### src/rtl/prll_bs_rr_schdlr.sv
// Round-robin scheduler for the shared parallel bus between driver FIFOs.
// One transaction is IDLE -> POP -> PUSH; every output is a flop.
module prll_bs_rr_schdlr #(
  parameter int unsigned drvrs     = 8,
  parameter int unsigned bits      = 32,
  parameter logic [7:0]  broadcast = 8'hFF,
  parameter int unsigned cnt_w     = 16
) (
  input  logic                  clk,
  input  logic                  reset,
  input  logic [drvrs-1:0]      pndng,
  input  logic [drvrs*bits-1:0] D_pop,
  output logic [drvrs-1:0]      pop,
  output logic [drvrs-1:0]      push,
  output logic [bits-1:0]       D_push,
  output logic [2:0]            grant_id,
  output logic                  busy,
  output logic                  drop,
  output logic [cnt_w-1:0]      trans_cnt,
  output logic [cnt_w-1:0]      drop_cnt
);

  typedef enum logic [1:0] {
    S_IDLE,
    S_POP,
    S_PUSH
  } state_e;

  state_e state_q, state_d;

  logic [drvrs-1:0] pop_q, pop_d;
  logic [drvrs-1:0] push_q, push_d;
  logic [bits-1:0]  d_push_q, d_push_d;
  logic [2:0]       grant_id_q, grant_id_d;
  logic             busy_q, busy_d;
  logic             drop_q, drop_d;
  logic [cnt_w-1:0] trans_cnt_q, trans_cnt_d;
  logic [cnt_w-1:0] drop_cnt_q, drop_cnt_d;
  logic [2:0]       rr_ptr_q, rr_ptr_d;

  // Pad requests and head words to 8 slots so 3-bit indices always fit
  logic [7:0]      pnd8;
  logic [bits-1:0] words [8];

  assign pnd8 = 8'(pndng);

  for (genvar i = 0; i < 8; i++) begin : g_word
    if (i < int'(drvrs)) begin : g_act
      assign words[i] = D_pop[i*bits +: bits];
    end else begin : g_pad
      assign words[i] = '0;
    end
  end

  logic [2:0] g_sel;
  logic [3:0] scan;
  logic       found;

  always_comb begin
    g_sel = rr_ptr_q;
    found = 1'b0;
    scan  = '0;
    for (int k = 0; k < int'(drvrs); k++) begin
      scan = {1'b0, rr_ptr_q} + 4'(k);
      if (scan >= 4'(drvrs)) begin
        scan = scan - 4'(drvrs);
      end
      if (!found && pnd8[scan[2:0]]) begin
        g_sel = scan[2:0];
        found = 1'b1;
      end
    end
  end

  logic [bits-1:0] word_g;
  logic [7:0]      dest;
  logic            is_bc;
  logic            is_uc;
  logic [7:0]      pop8;
  logic [7:0]      uc8;
  logic [7:0]      bc8;
  logic [2:0]      rr_nxt;

  assign word_g = words[grant_id_q];
  assign dest   = word_g[bits-1 -: 8];
  assign is_bc  = (dest == broadcast);
  assign is_uc  = !is_bc && (dest < 8'(drvrs));
  assign pop8   = 8'b1 << g_sel;
  assign uc8    = 8'b1 << dest[2:0];
  assign bc8    = ~(8'b1 << grant_id_q);
  assign rr_nxt = (grant_id_q == 3'(drvrs - 1)) ? 3'd0
                                                : grant_id_q + 3'd1;

  always_ff @(posedge clk) begin
    if (!reset) begin
      state_q <= S_IDLE;
    end else begin
      state_q <= state_d;
    end
  end

  always_comb begin
    state_d = state_q;
    unique case (state_q)
      S_IDLE: if (found) state_d = S_POP;
      S_POP:  state_d = S_PUSH;
      S_PUSH: state_d = S_IDLE;
      default: state_d = S_IDLE;
    endcase
  end

  always_comb begin
    pop_d       = '0;
    push_d      = '0;
    drop_d      = 1'b0;
    busy_d      = busy_q;
    grant_id_d  = grant_id_q;
    d_push_d    = d_push_q;
    rr_ptr_d    = rr_ptr_q;
    trans_cnt_d = trans_cnt_q;
    drop_cnt_d  = drop_cnt_q;
    unique case (state_q)
      S_IDLE: begin
        busy_d = found;
        if (found) begin
          grant_id_d = g_sel;
          pop_d      = pop8[drvrs-1:0];
        end
      end
      S_POP: begin
        busy_d   = 1'b1;
        d_push_d = word_g;
        rr_ptr_d = rr_nxt;
        // Routing is decided from the popped head word itself
        unique case (1'b1)
          is_bc: begin
            push_d      = bc8[drvrs-1:0];
            trans_cnt_d = trans_cnt_q + cnt_w'(1);
          end
          is_uc: begin
            push_d      = uc8[drvrs-1:0];
            trans_cnt_d = trans_cnt_q + cnt_w'(1);
          end
          default: begin
            drop_d     = 1'b1;
            drop_cnt_d = drop_cnt_q + cnt_w'(1);
          end
        endcase
      end
      S_PUSH: begin
        busy_d = 1'b0;
      end
      default: begin
        busy_d = 1'b0;
      end
    endcase
  end

  always_ff @(posedge clk) begin
    if (!reset) begin
      pop_q       <= '0;
      push_q      <= '0;
      d_push_q    <= '0;
      grant_id_q  <= '0;
      busy_q      <= 1'b0;
      drop_q      <= 1'b0;
      trans_cnt_q <= '0;
      drop_cnt_q  <= '0;
      rr_ptr_q    <= '0;
    end else begin
      pop_q       <= pop_d;
      push_q      <= push_d;
      d_push_q    <= d_push_d;
      grant_id_q  <= grant_id_d;
      busy_q      <= busy_d;
      drop_q      <= drop_d;
      trans_cnt_q <= trans_cnt_d;
      drop_cnt_q  <= drop_cnt_d;
      rr_ptr_q    <= rr_ptr_d;
    end
  end

  assign pop       = pop_q;
  assign push      = push_q;
  assign D_push    = d_push_q;
  assign grant_id  = grant_id_q;
  assign busy      = busy_q;
  assign drop      = drop_q;
  assign trans_cnt = trans_cnt_q;
  assign drop_cnt  = drop_cnt_q;

endmodule

### config.mk
export PLATFORM = sky130hd
export DESIGN_NAME = prll_bs_rr_schdlr
export DESIGN_NICKNAME = d
export VERILOG_FILES = /design/src/rtl/prll_bs_rr_schdlr.sv
export SDC_FILE = /design/constraint.sdc
export NUM_CORES = 1
export LEC_CHECK = 0
export CAP_MARGIN = 0
export CORE_MARGIN = 2
export CORE_UTILIZATION = 35
export CTS_CLUSTER_DIAMETER = 120
export DETAILED_ROUTE_END_ITERATION = 16
export PLACE_DENSITY_LB_ADDON = 0.25
export REMOVE_ABC_BUFFERS = 1
export SLEW_MARGIN = 20
export SYNTH_ARGS = -nofsm -noshare
export SYNTH_HDL_FRONTEND = slang
export SYNTH_SLANG_ARGS = --single-unit
### constraint.sdc
create_clock -name clk -period 4.6 [get_ports clk]
set_clock_uncertainty 0.2 [all_clocks]
set_input_delay 1.15 -clock clk [delete_from_list [all_inputs] [get_ports clk]]
set_output_delay 1.15 -clock clk [all_outputs]
set_load 0.05 [all_outputs]
* After elaboration in Yosys (flattened, before gate mapping)
Index checks and enable logic that the tools add are counted.
Storage, ports and cells: flip-flop bits (word level) 90, logic and storage cells 128
Cells by class: muxes and demuxes 49, equality and inequality tests 4, add/sub/neg operators 18, magnitude comparators 18, reduce and logical (&&, ||, !) cells 23, bitwise gates (word level) 3, shifts and indexed selects 3
Operators by type and width (number):
- $bmux W32 S3 | 1
- $mux W32 | 2
- $mux W3 | 17
- $add A16 B1 Y16 const B | 2
- $ge A4 B4 Y1 const B | 8
- $lt A3 B4 Y1 const B | 8
- $bmux W1 S3 | 8
- $shl A1 B3 Y8 const A | 3
- $sub A3 B1 Y3 const B | 8
- $mux W1 | 17
- $add A3 B3 Y4 const B | 4
- $pmux W8 S2 | 1
- $add A3 B2 Y4 const B | 2
- $eq A8 B8 Y1 const B | 1
- $logic_and A1 B1 Y1 | 8
- $logic_not A1 Y1 | 8
- $lt A8 B4 Y1 const B | 1
- $not A8 Y8 | 1
- $reduce_and A2 Y1 | 4
- $add A3 B1 Y4 const B | 1
- $ge A3 B4 Y1 const B | 1
- $not A3 Y4 | 1
- $pmux W2 S2 | 1
- $add A3 B1 Y3 const B | 1
- 9 further kinds | 9

* Longest topological paths before layout
Gate-level depths: netlist of run 1.
word-level depth 28, mapped depth 13, mapped depth without buffers 10

* Worst setup path after synthesis of run 1
OpenSTA, ideal clock, no wires.
kind register to register, start register rr_ptr_q[1], end register pop_q[7], in the netlist pop[7], buffers on the path 3, setup time 0.116 ns, slack 0.773 ns, arrival 3.511 ns, period minus slack after synthesis 3.827 ns, stages on the path, launching flop included 13, cells stage by stage dfxtp_1 buf_1 inv_1 ha_1 buf_6 mux2_1 mux4_2 o32a_1 buf_6 or3_4 a32oi_4 a211oi_1 and4_1
Between the ends: longest elaborated chain between the ends 27, elaborated cells on any way between the ends 79
Ends and longest elaborated chain:
- start: declaration | RTL line 39 | logic [2:0] rr_ptr_q, rr_ptr_d;
- start signal: assignment | RTL line 179 | rr_ptr_q <= rr_ptr_d;
- branches (longest 27 deep; another with $add A3 B1 Y4)
- end signal: assignment | RTL line 171 | pop_q <= pop_d;
- end: declaration | RTL line 31 | logic [drvrs-1:0] pop_q, pop_d;
Parallel ways; which one is timed is not known. The select of a mux whose other input is x is not followed. A chain may end at the register's enable or synchronous reset.

* Final worst setup path of run 1
start input port pndng[2], end register pop_q[7], in the netlist pop[7]
Between the ends: longest elaborated chain between the ends 25, elaborated cells on any way between the ends 48
Ends and longest elaborated chain:
- start: declaration | RTL line 11 | input logic [drvrs-1:0] pndng,
- $bmux W1 S3 | RTL line 68 | if (!found && pnd8[scan[2:0]]) begin
- $mux W1 (implied by the code) | RTL line 68
- $mux W1 | RTL line 68
- $logic_not A1 Y1 | RTL line 68
- $logic_and A1 B1 Y1 | RTL line 68
- $mux W1 | RTL line 68
- $logic_not A1 Y1 | RTL line 68
- $logic_and A1 B1 Y1 | RTL line 68
- (+9 left out)
- $mux W1 | RTL line 68
- $logic_not A1 Y1 | RTL line 68
- $logic_and A1 B1 Y1 | RTL line 68
- $mux W1 | RTL line 68
- $logic_not A1 Y1 | RTL line 68
- $logic_and A1 B1 Y1 | RTL line 68
- $mux W1 or $mux W3 (tied branches) | RTL line 68
- $reduce_and A3 Y1 (no line) or $shl A1 B3 Y8 (tied branches)
Several ways; a longest one is shown, not always the timed one. The select of a mux whose other input is x is not followed.

==> results.md, run 1 <==
- Cell chain of the critical path: clkdlybuf4s50_1 > mux2_1 > mux4_2 > o32a_1 > or3_4 > a32oi_4 > a211oi_1 > and4_1
- Max_slew headroom: approximately 45%
- Proportion of synthesized flip-flops having asynchronous set or reset: 0%
- R2R cell count: 9
- Drt total wl: 25.4 mm
- Total CTS buffers: 9
- Die boundary height: 140 um
- Multiplexer share of the synthesized area: a little under a third
- Initial core utilization: 35.8%
- Worst reg2reg endpoint: pop[7]$_SDFF_PN0_
- Maximum resistive drop on vdd: around 0.23 mV
- Non-filler instance count after layout: 1225
- Number of maximum-capacitance violations: 0
- Maximum fanout count along the critical path: 10
- Count of synthesis-stage warnings from yosys: 0
- Count of input and output buffers: 350
- Mean area per synthesized cell: 9.75 um^2
- Post-synthesis sequential element count: 90
- Number of ports placed on the die boundary: ~350
- DIE WIDTH: 140 um
- Startpoint class of the critical path: input pin
- Cell family with the largest share of critical-path delay: compound AO/OA/AOI/OAI gates
- Total grt overflow: 0
- Run status: finished, final reports clean
- Startpoint of the lowest-slack register-to-register path: rr_ptr_q[0]$_SDFFE_PN0P_
- Min-Delay Endpoint: D_push[5]$_SDFFE_PN0P_
- Number of nets in the layout: roughly 1300
- Vias in the first global route: between 6000 and 7000
- Mapped Area: 6440 um^2
- Via Count: 6782
- Startpoint of the lowest-slack hold path: D_push[5]$_SDFFE_PN0P_
- Leakage Power: 3.64 nW
- Time the final worst path needs with I/O delays and setup: just over 4 ns
- Worst setup EP type: register
- Final hold viol count: 0
- WS Path Type: in -> reg
- Tightest Hold Check Type: reg -> reg
- Drt via density: about 5.5
- Fraction of the yosys area taken by sequential cells: between 20% and 30%
- Worst path required time: roughly 4.6 ns
- Pwr per Cell Area: 325 nW/um^2
- Maximum level of the CTS H-tree: 3
- Max Clock Freq: about 240 MHz
- Final weighted congestion in routability-driven placement: between 0.8 and 0.9
- Top_reg_cell synth: sky130_fd_sc_hd__dfxtp_1
- Clock sinks: 90
- Clock tree from TritonCTS: yes
- Overall power after layout: 3.40 mW
- Slew Limit Fails: 0
- Die area: 19500 um^2
- EDFF count, synth: 0
- RSZ-0062 raised after global routing: false
- Cell chosen for the clock root: sky130_fd_sc_hd__clkbuf_16
- Core region area: about 18000 um^2
- Initial DRC Count: approximately 440
- Number of antenna violations at the first check in global routing: 9
- Final period utilization: 89.0%
- Slew at the pin with the worst max-slew slack: roughly 0.83 ns
- Placed Instance Area: 10100 um^2
- Worst path slowest cell: sky130_fd_sc_hd__o32a_1
- Insertion delay of the later-clocked pin in the worst-skew pair: roughly 0.35 ns
- Crit path buffers/inverters: 1
- Row count: slightly below 50
- Compound-Gate Fraction of Synth Area: 14.9%
- Delay of the slowest cell on the worst path: ~0.5 ns
- Clock-pin slew on the worst setup and hold paths: around 0.07 ns
- DP HPWL: ~20 mm
- Final antenna-violating net count: 0
- Cells after Synth: between 600 and 700
- Post-Synth Adder-Cell Area: approximately 1.9%
- First-pass iteration count of the detailed router: 5
- Fin area: 10500 um^2
- Wire length of the first global-routing pass: 38.4 mm
- GRT Resource Usage Total: about a quarter
- Final setup viols: 0
- Worst hold stages: 2
- CTS Hold Buffers Added: 0
- Count of distinct cell types in the synthesized netlist: 63
- Detailed-route DRC error count: 0
- Synthesis-to-layout area growth: 62.4%
- Data arrival time at the worst-slack endpoint: between 4 and 5 ns
- Post-CTS Resized: 0
- Maximum number of pins on one net before global-route repair: 72
- Post-CTS Setup Bufs: 0
- Placed cell count: 1204
- Routed length per placed instance: just over 20 um
- Parity-gate share of the synthesized area counting xor and xnor cells: between 2 and 3%
- Combinational family with the most area after synthesis: multiplexers
- Final worst hold slack: slightly below 0.3 ns
- Fraction of the mapped netlist area in simple logic gates: roughly 17%
- Share of layout cells above drive strength 1: between 10% and 20%
- Slack of the worst reg-to-reg path: 0.68 ns
- Maximum number of buffers from clock root to sink: 2
worst reg2reg max path, delay by kind of cell, from the launching register on:
kind | cells | cell delay (ns)
compound gates | 3 | 0.94
fa+ha+maj | 1 | 0.62
buf+inv | 1 | 0.14
flops | 1 | 0.32
mux | 2 | 0.91
simple gates | 2 | 0.68
cell type report:
cell class / instances / area (um^2)
sequential: 90 / 1810
clock inverter: 5 / 62.6
timing repair buffer: 366 / 3620
multi-input combinational: 505 / 4380
inverter: 14 / 52.6
fill: 1592 / 7560
tap: 229 / 287
clock buffer: 11 / 243
antenna: 5 / 12.5
cell families after synthesis:
kind of cell / count (synthesis)
AO/OA/AOI/OAI: 130
XOR/XNOR: 21
AND/OR/NAND/NOR: 240
multiplexers: 104
adder cells (fa/ha/maj): 10
buffers and inverters: 66
flip-flops: 90
flip-flops by register name, summed over array words and instances, names as in the netlist:
register / cells
drop: 1
drop_cnt: 16
trans_cnt: 16
busy: 1
state_q: 2
pop: 8
D_push: 32
push: 8
rr_ptr_q: 3
grant_id: 3
cell usage in the layout (no fill, tap or decap), types with 9 or more instances in the layout:
cell type                         Yosys  final
sky130_fd_sc_hd__a211oi_1            16     16
sky130_fd_sc_hd__a21oi_1             36     36
sky130_fd_sc_hd__a311oi_1            24     24
sky130_fd_sc_hd__and3_1              10     10
sky130_fd_sc_hd__buf_4                1     16
sky130_fd_sc_hd__clkbuf_16            0      9
sky130_fd_sc_hd__clkdlybuf4s50_1      0    350
sky130_fd_sc_hd__dfxtp_1             90     87
sky130_fd_sc_hd__ha_1                10     10
sky130_fd_sc_hd__inv_1                9      9
sky130_fd_sc_hd__mux2i_1             21     21
sky130_fd_sc_hd__mux4_2              76     76
sky130_fd_sc_hd__nand2_1             84     84
sky130_fd_sc_hd__nand3_1             17     17
sky130_fd_sc_hd__nor2_1              79     79
sky130_fd_sc_hd__o21ai_0             15     15
sky130_fd_sc_hd__or3_1               14     14
sky130_fd_sc_hd__xnor2_1             15     15
through the flow:
step,TNS (ns),setup WS (ns),util (%)
2_1_floorplan,-43.23,-1.33,-
3_3_place_gp,0,0.281,56.3
3_5_place_dp,0,0.170,56.3
4_1_cts,0,0.549,58.0
5_1_grt,0,0.402,58.1
6_report,0,0.507,58.1
synthesized netlist by cell type (15+ instances only):
cell / number / area share (%)
sky130_fd_sc_hd__a211oi_1: 16 / 1.9
sky130_fd_sc_hd__xnor2_1: 15 / 2.0
sky130_fd_sc_hd__o21ai_0: 15 / 1.2
sky130_fd_sc_hd__a311oi_1: 24 / 3.3
sky130_fd_sc_hd__nand3_1: 17 / 1.3
sky130_fd_sc_hd__nand2_1: 84 / 4.9
sky130_fd_sc_hd__a21oi_1: 36 / 2.8
sky130_fd_sc_hd__mux2i_1: 21 / 3.3
sky130_fd_sc_hd__nor2_1: 79 / 4.6
sky130_fd_sc_hd__mux4_2: 76 / 27
sky130_fd_sc_hd__dfxtp_1: 90 / 28
sky130_fd_sc_hd__clkbuf_1: 34 / 2.0
power by group:
part | switching (mW) | leakage [nW] | internal, mW
clock | 0.324 | 0.148 | 0.440
combinational | 0.864 | 2.76 | 0.829
sequential | 0.0998 | 0.735 | 0.846
layer usage:
layer	up-vias	part of all wire [%]	global-route usage, %
li1	3197	-	-
met1	3269	37	30.5
met2	278	51	43.9
met3	36	9.1	8.60
met4	2	2.3	9.00
met5	-	0.051	0
worst max path at each step:
stage                                        start                         to  cells after the start
after floorplan           grant_id[0]$_SDFFE_PN0P_  drop_cnt[15]$_SDFFE_PN0P_                      7
after CTS                                 pndng[2]          pop[7]$_SDFF_PN0_                      8
after global placement                    pndng[6]          pop[7]$_SDFF_PN0_                      8
final                                     pndng[2]          pop[7]$_SDFF_PN0_                      8
after detailed placement                  pndng[2]          pop[7]$_SDFF_PN0_                      8
after global routing                      pndng[2]          pop[7]$_SDFF_PN0_                      8
Power figures use the tool's default switching activity.
==> run 2: changes to the inputs <==
--- a/config.mk
+++ b/config.mk
@@ -9,6 +9,7 @@
 export CORE_MARGIN = 2
 export CORE_UTILIZATION = 35
 export CTS_CLUSTER_DIAMETER = 120
+export CTS_CLUSTER_SIZE = 25
 export DETAILED_ROUTE_END_ITERATION = 16
 export PLACE_DENSITY_LB_ADDON = 0.25
 export REMOVE_ABC_BUFFERS = 1
==> results of run 2 <==
No change in the layout: final DEF, timing and power equal those of run 1.
